===== src/rtl/pe_pkg.sv =====
// Shared definitions for the result-memory reader: FSM states and the
// default depth of the 32-bit result memory.
package pe_pkg;

    localparam int MAX_MEM_SIZE_DEF = 128;

    typedef enum logic [2:0] {
        IDLE,
        READ,
        LOAD,
        SEND,
        DONE
    } state_t;

endpackage


===== src/rtl/unpack4word.sv =====
// Combinational byte selector: picks one byte out of a 32-bit word.
// Counterpart of register4word; byte 0 is the least significant byte.
module unpack4word (
    input  logic [31:0] word,
    input  logic [1:0]  sel,
    output logic [7:0]  byte_out
);

    // Select byte sel of the word, LSB first.
    always_comb begin
        byte_out = word[7:0];
        case (sel)
            2'd0: byte_out = word[7:0];
            2'd1: byte_out = word[15:8];
            2'd2: byte_out = word[23:16];
            2'd3: byte_out = word[31:24];
            default: byte_out = word[7:0];
        endcase
    end

endmodule


===== src/rtl/res_mem_reader.sv =====
// Result-memory reader: fetches num_words 32-bit words starting at base_adr
// (wrapping modulo the memory depth) and streams them out byte by byte over
// a valid/ready handshake, LSB first, with a running byte index.
module res_mem_reader
    import pe_pkg::*;
#(
    parameter int MAX_MEM_SIZE = MAX_MEM_SIZE_DEF,
    parameter int ADR_W        = 8
) (
    input  logic               clk,
    input  logic               rst,
    input  logic               start,
    input  logic [ADR_W-1:0]   base_adr,
    input  logic [ADR_W-1:0]   num_words,
    output logic               rd_en,
    output logic [ADR_W-1:0]   rd_adr,
    input  logic [31:0]        rd_data,
    output logic [7:0]         out_byte,
    output logic               out_valid,
    input  logic               out_ready,
    output logic [ADR_W+1:0]   out_index,
    output logic               busy,
    output logic               done
);

    // Memory depth at the width of the address sum, for the wrap modulo.
    localparam logic [ADR_W:0] MEM_SIZE = (ADR_W+1)'(MAX_MEM_SIZE);

    state_t             state;
    state_t             state_nxt;

    logic [ADR_W-1:0]   base_q;
    logic [ADR_W-1:0]   num_q;
    logic [ADR_W-1:0]   word_cnt;
    logic [1:0]         byte_cnt;
    logic [31:0]        word_q;

    logic [ADR_W:0]     adr_sum;
    logic [7:0]         sel_byte;
    logic               accept;
    logic               last_byte;
    logic               last_word;

    // The sum is one bit wider than an address so the wrap is exact.
    assign adr_sum   = {1'b0, base_q} + {1'b0, word_cnt};
    assign accept    = (state == SEND) && out_ready;
    assign last_byte = (byte_cnt == 2'd3);
    assign last_word = (word_cnt == num_q - ADR_W'(1));

    unpack4word u_unpack (
        .word     (word_q),
        .sel      (byte_cnt),
        .byte_out (sel_byte)
    );

    // State register.
    always_ff @(posedge clk or negedge rst) begin
        if (!rst) begin
            state <= IDLE;
        end else begin
            state <= state_nxt;
        end
    end

    // Next-state logic and state-decoded outputs.
    always_comb begin
        state_nxt = state;
        rd_en     = 1'b0;
        rd_adr    = '0;
        out_valid = 1'b0;
        out_byte  = '0;
        busy      = 1'b1;
        done      = 1'b0;
        case (state)
            IDLE: begin
                busy = 1'b0;
                if (start) begin
                    state_nxt = (num_words == '0) ? DONE : READ;
                end
            end
            READ: begin
                rd_en     = 1'b1;
                rd_adr    = ADR_W'(adr_sum % MEM_SIZE);
                state_nxt = LOAD;
            end
            LOAD: begin
                state_nxt = SEND;
            end
            SEND: begin
                out_valid = 1'b1;
                out_byte  = sel_byte;
                if (accept && last_byte) begin
                    state_nxt = last_word ? DONE : READ;
                end
            end
            DONE: begin
                done      = 1'b1;
                state_nxt = IDLE;
            end
            default: begin
                state_nxt = IDLE;
            end
        endcase
    end

    // Transfer bookkeeping: request capture, word fetch and byte counting.
    always_ff @(posedge clk or negedge rst) begin
        if (!rst) begin
            base_q    <= '0;
            num_q     <= '0;
            word_cnt  <= '0;
            byte_cnt  <= '0;
            word_q    <= '0;
            out_index <= '0;
        end else begin
            case (state)
                IDLE: begin
                    if (start) begin
                        base_q    <= base_adr;
                        num_q     <= num_words;
                        word_cnt  <= '0;
                        byte_cnt  <= '0;
                        out_index <= '0;
                    end
                end
                LOAD: begin
                    word_q   <= rd_data;
                    byte_cnt <= '0;
                end
                SEND: begin
                    if (accept) begin
                        byte_cnt  <= byte_cnt + 2'd1;
                        out_index <= out_index + (ADR_W+2)'(1);
                        if (last_byte) begin
                            word_cnt <= word_cnt + ADR_W'(1);
                        end
                    end
                end
                default: begin
                end
            endcase
        end
    end

endmodule


===== config.mk =====
export PLATFORM = sky130hd
export DESIGN_NAME = res_mem_reader
export DESIGN_NICKNAME = d
export VERILOG_FILES = /design/src/rtl/pe_pkg.sv /design/src/rtl/unpack4word.sv /design/src/rtl/res_mem_reader.sv
export SDC_FILE = /design/constraint.sdc
export NUM_CORES = 1
export LEC_CHECK = 0
export CAP_MARGIN = 10
export CORE_AREA = 4 4 79 135
export CTS_CLUSTER_DIAMETER = 200
export DETAILED_ROUTE_END_ITERATION = 7
export DIE_AREA = 0 0 83 139
export SETUP_SLACK_MARGIN = 0.1
export SYNTH_ARGS = -nofsm -noshare
export SYNTH_HDL_FRONTEND = slang
export SYNTH_SLANG_ARGS = --single-unit

===== constraint.sdc =====
create_clock -name clk -period 3.3 [get_ports clk]
set_input_delay 0.495 -clock clk [delete_from_list [all_inputs] [get_ports clk]]
set_output_delay 0.495 -clock clk [all_outputs]
set_load 0.03 [all_outputs]

; ---- Word-level counts from Yosys, hierarchy flattened
; Cells that the tools add are included.
[totals]
reg_bits = 70
in_bits = 52
[op_classes]
add_sub_neg = 5
eq_ne = 12
n_mux = 22
n_reduce_logical = 12
[op_table]
columns = operator, count
row1 = 8-bit two-way mux, 4
row2 = 8-bit case mux with 4 select lines, 1
row3 = 10-bit two-way mux, 2
row4 = 10-bit case mux with 2 select lines, 1
row5 = 8-bit case mux with 2 select lines, 1
row6 = 3-bit two-way mux, 4
row7 = 3-bit case mux with 4 select lines, 1
row8 = "10-bit by 1-bit adder with 10-bit output, second input constant", 1
row9 = "8-bit by 1-bit adder with 8-bit output, second input constant", 1
row10 = 8-bit equality test, 1
row11 = 8-bit logical NOT, 1
row12 = "8-bit by 1-bit subtractor with 8-bit output, second input constant", 1
row13 = 7-bit adder, 1
row14 = 7-bit two-way mux, 1
row15 = "3-bit by 2-bit equality test with 1-bit output, second input constant", 2
row16 = "2-bit != test, second input constant", 3
row17 = 2-bit case mux with 3 select lines, 1
row18 = 3-bit AND reduction, 2
row19 = "2-bit equality test, second input constant", 2
row20 = 1-bit two-way mux, 4
row21 = 2-bit two-way mux, 2
row22 = 2-bit AND reduction, 2
row23 = 4-bit AND reduction, 1
row24 = "3-bit by 1-bit equality test with 1-bit output, second input constant", 1
row25 = other kinds (9), 10

; ---- Longest topological paths before layout
[depth]
ltp_word = 5
depth_mapped = 9

; ---- By module
; Synthesis repeated with hierarchy kept, for this count alone.
[unflattened]
cells_unflattened = 341
area_unflattened_um2 = 3696.0
[by_module_without_submodules]
columns = mod, n_inst, cells_per_inst, area_per_inst_um2, seq_area_each_um2
row1 = res_mem_reader, 1, 331, 3499.6, 1751.7
row2 = unpack4word, 1, 10, 196.4, 0.0

; ---- Least setup slack after synthesis
; Ideal clock, no wire load.
[synth_timing]
path_type = flip-flop to output port
startpoint = register word_cnt[0]
endpoint = output rd_adr[6]
arrival_ns = 2.111
t_required_ns = 2.805
path_slack_ns = 0.694
stages_incl_launch_ff = 9
path_buffers = 0
path_cell_list = dfrtp_1 > ha_1 > fa_1 > a21o_1 > a21oi_1 > o21bai_1 > a21oi_1 > xnor2_1 > nor2_1
[synth_via]
elab_chain_len = 2
[synth_lines]
columns = item, line_no
row1 = start: declaration, res_mem_reader.sv:34  ; logic [ADR_W-1:0] word_cnt;
row2 = start signal: assignment, res_mem_reader.sv:135  ; word_cnt <= word_cnt + ADR_W'(1);
row3 = 7-bit adder, res_mem_reader.sv:45  ; assign adr_sum = {1'b0, base_q} + {1'b0, word_cnt};
row4 = 7-bit two-way mux, res_mem_reader.sv:74  ; case (state)
row5 = end: declaration, res_mem_reader.sv:16  ; output logic [ADR_W-1:0] rd_adr,
; Every way passes these cells.

; ---- Final worst setup path
[layout_timing]
startpoint = register byte_cnt[0]
endpoint = output out_byte[7]
[layout_via]
elab_chain_len = 3
elab_cells_between_ends = 6
cone_classes = eq/ne: 3 / mux: 2 / reduce/logical: 1
[layout_lines]
columns = item, line_no
row1 = start: declaration, res_mem_reader.sv:35  ; logic [1:0] byte_cnt;
row2 = start signal: assignment, res_mem_reader.sv:132  ; byte_cnt <= byte_cnt + 2'd1;
row3 = "2-bit equality test, or another cell as far along", unpack4word.sv:12  ; case (sel)
row4 = 8-bit case mux with 4 select lines (*), unpack4word.sv:12
row5 = 8-bit two-way mux (*), res_mem_reader.sv:74
row6 = end: declaration, res_mem_reader.sv:18  ; output logic [7:0] out_byte,
; Mark *: on every way between the ends. The rest lies on a longest branch, timed or not.

==> summary.md <==
| Metric | Value |
|---|---|
| H-Tree Depth | 3 |
| Final setup vio count | 0 |
| DR WL/cell | 16.0 um |
| Core footprint | 0.00953 mm2 |
| Antenna diodes | 0 |
| Worst clock skew | 5.11 ps |
| TritonCTS Buffers | 9 |
| Worst Path Arrival | 2520 ps |
| Mean post-synth cell area | 10.7 um2 |
| Post-synth cell types | 44 |
| Final Max Tran Viols | 0 |
| Clock Sinks | 70 |
| Final Cycle Share | 0.914 |
| Setup slack after placement | 266 ps |
| Min-delay worst type | in2async |
| Max_slew headroom | 0.386 |
| Post-synth EDFFs | 0 |
| Syn nets | 414 |
| Crit. End Element | output port |
| Crit path launch type | flop |
| Routed Wire Length | 8.78 mm |
| Power Density | 924 mW/mm2 |
| RR Startpoint | num_q[0] |
| LEAKAGE | 2.13 nW |
| Synthesized instance count | 348 |
| CTS tree | built |
| Die Y | 139 um |
| Remaining Overflow, GRT | 0 |
| Port Buffer Count | 79 |
| Root Buffer | clkbuf_16 |
| Critical path origin | byte_cnt[0] |
| End-of-flow core utilization | 0.514 |
| # DRC | 0 |
| Max clock buf depth | 2 |
| Depth of the worst register-to-register path | 8 |
| Status | complete, no violations |
| Die area | 0.0115 mm2 |
| Final Total Pwr | 4.53 mW |
| Ys Warns | 0 |
| Fin Setup TNS | 0 ps |
| R2r endpoint | state[2] |
| Die width | 83 um |
| Dominant synthesized flop cell | dfrtp_1 |
| Initial antenna violation count | 0 |
| Area growth, synth to finish | 31.3% |
| Max cap viols | 0 |
| Synth Register Bits | 70 |
| Register-to-register setup slack | 1070 ps |
| Post-CTS Setup Bufs | 0 |
| Clock transition at path regs | 60 ps |
| Worst VDD drop | 0.611 mV |
| I/O pins | 82 |
| Avg Vias per Cell | 5.23 |
| Seq/Total Area, Yosys | 0.469 |
| Initial core utilization | 0.392 |
| Rows | 47 |
| 1st-pass router iterations | 5 |
| Cell Area, Synth | 0.00373 mm2 |
| Starting DRT DRC Count | 186 |
| Fin cells | 548 |
| Final RePlAce weighted congestion | 0.764 |
| Global Route Usage Sum | 0.158 |
| Antenna viol nets, final | 0 |
| Vias in the first global route | 2,966 |
| Later-pin clock latency in the skew report | 330 ps |
| Worst slew pin tran | 921 ps |
| Cts hold-fix bufs | 0 |
| Asr flop ratio synth | 1.00 |
| Placed Instances | 532 |
| Final WS setup | 282 ps |
| Share of layout cells above drive strength 1 | 0.171 |
| RSZ-0062 raised after global routing | no |
| Crit path kind | reg2out |
| Post-synth top area cell | dfrtp_1 |
| First-pass GRT wire length | 14.6 mm |
| CP max FO | 10 |
| Via Count | 2,864 |
| Max Clk Rate | 331 MHz |
| Worst path required time | 2800 ps |
| Critical Path End | out_byte[7] |
| Top cell type's share of synthesized area | 0.469 |
| Tmin final | 3020 ps |
| Synth top area cells | dfrtp_1, mux2_2, nor2_1 |
| Nets | 487 |
| Detail Placement HPWL | 6.59 mm |
| Largest net degree at the start of global routing | 40 |
| Hold Violations, Final | 0 |
==> cell usage after synthesis, types with 2 or more instances <==
cell and n:
o21bai_1 4, mux2_2 45, clkbuf_1 12, nand4_1 6
or3_1 3, nand2b_1 3, mux2i_1 3, nand3_1 6
nor3b_1 2, nand2_1 15, nor2_1 45, nor3_1 5
or4_1 2, and2_1 5, buf_2 8, dfrtp_1 70
inv_1 13, a211oi_1 2, xnor2_1 13, a21oi_1 18
a222oi_1 8, a21o_1 2, o31ai_1 2, ha_1 13
a21oi_4 2, o21ai_0 10, xor2_1 14
==> critical path, stage by stage, from the launching register on <==
cell and delay [ps]:
dfrtp_1 400, ha_1 360, a222oi_1 560, nor2_1 80, a21oi_1 130, nor2_1 60, clkdlybuf4s50_1 590
==> placed cells by master (no fill, tap or decap), types with 3 or more instances in the layout <==
master,Yosys,routed
clkdlybuf4s50_1,0,75
clkbuf_16,0,9
a222oi_1,8,8
nor2_1,45,45
dfrtp_1,70,70
a21oi_1,18,18
ha_1,13,13
nand3_1,6,6
nand4_1,6,6
o21ai_0,10,10
nand2b_1,3,3
buf_4,1,4
nor3_1,5,5
inv_1,13,13
mux2i_1,3,3
o21bai_1,4,4
xnor2_1,13,13
nand2_1,15,15
mux2_2,45,45
and2_1,5,5
xor2_1,14,14
or3_1,3,3
==> where the power goes <==
| part | leakage [nW] | total [mW] | switching, mW | internal (mW) |
|---|---|---|---|---|
| clock network | 0.140 | 0.899 | 0.350 | 0.548 |
| registers | 0.863 | 1.54 | 0.320 | 1.22 |
| logic | 1.13 | 2.09 | 1.10 | 0.984 |
==> per-stage QoR <==
| step | hold WS (ps) | area [um2] |
|---|---|---|
| 2_1_floorplan | 199 | 3730 |
| 3_3_place_gp | 489 | 4620 |
| 3_5_place_dp | 496 | 4620 |
| 4_1_cts | 324 | 4900 |
| 5_1_grt | 377 | 4900 |
| 6_report | 298 | 4900 |
==> sequential cells by signal (all words and copies together) (netlist names) <==
name / flops
word_cnt: 8
num_q: 8
base_q: 7
word_q: 32
byte_cnt: 2
state: 3
out_index: 10
==> worst min-delay path by stage <==
stage               start    endpoint  slack, ps  cells after the start
2_1_floorplan         rst   base_q[0]        200                      0
3_3_place_gp   word_q[21]  word_q[21]        490                      1
3_5_place_dp   word_q[20]  word_q[20]        500                      1
4_1_cts               rst   word_q[5]        320                      1
5_1_grt               rst   word_q[4]        380                      1
6_report              rst   word_q[4]        300                      1
==> kinds of logic after synthesis <==
group	share of synthesized area
compound gates	0.0959
xor+xnor	0.0634
fa+ha+maj	0.0490
buf+inv	0.0409
flops	0.469
mux	0.144
other cells	0.00101
simple gates	0.136
==> routing by layer <==
| metal | vias to the layer above | track usage | share of wire | routed length, um |
|---|---|---|---|---|
| met5 | - | 0 | 0 | 0 |
| met4 | 0 | 0.0870 | 0.031 | 272 |
| met3 | 20 | 0.0303 | 0.047 | 411 |
| met2 | 99 | 0.281 | 0.54 | 4740 |
| met1 | 1381 | 0.173 | 0.38 | 3360 |
| li1 | 1364 | - | - | - |
==> cell type report <==
class / instances / area (um2)
clock buffer: 13 / 260
multi-input combinational: 243 / 1830
clock inverter: 3 / 18.8
tap: 122 / 153
inverter: 13 / 48.8
sequential: 70 / 1750
fill: 903 / 4630
timing repair buffer: 84 / 836
==> timing repair <==
item | in CTS | in global routing
gates resized for setup | 1 | 4
pin swaps | 0 | 1
hold endpoints to repair | 0 | 0
setup endpoints to repair | 1 | 4
No activity file was read; power rests on OpenSTA's default activity.
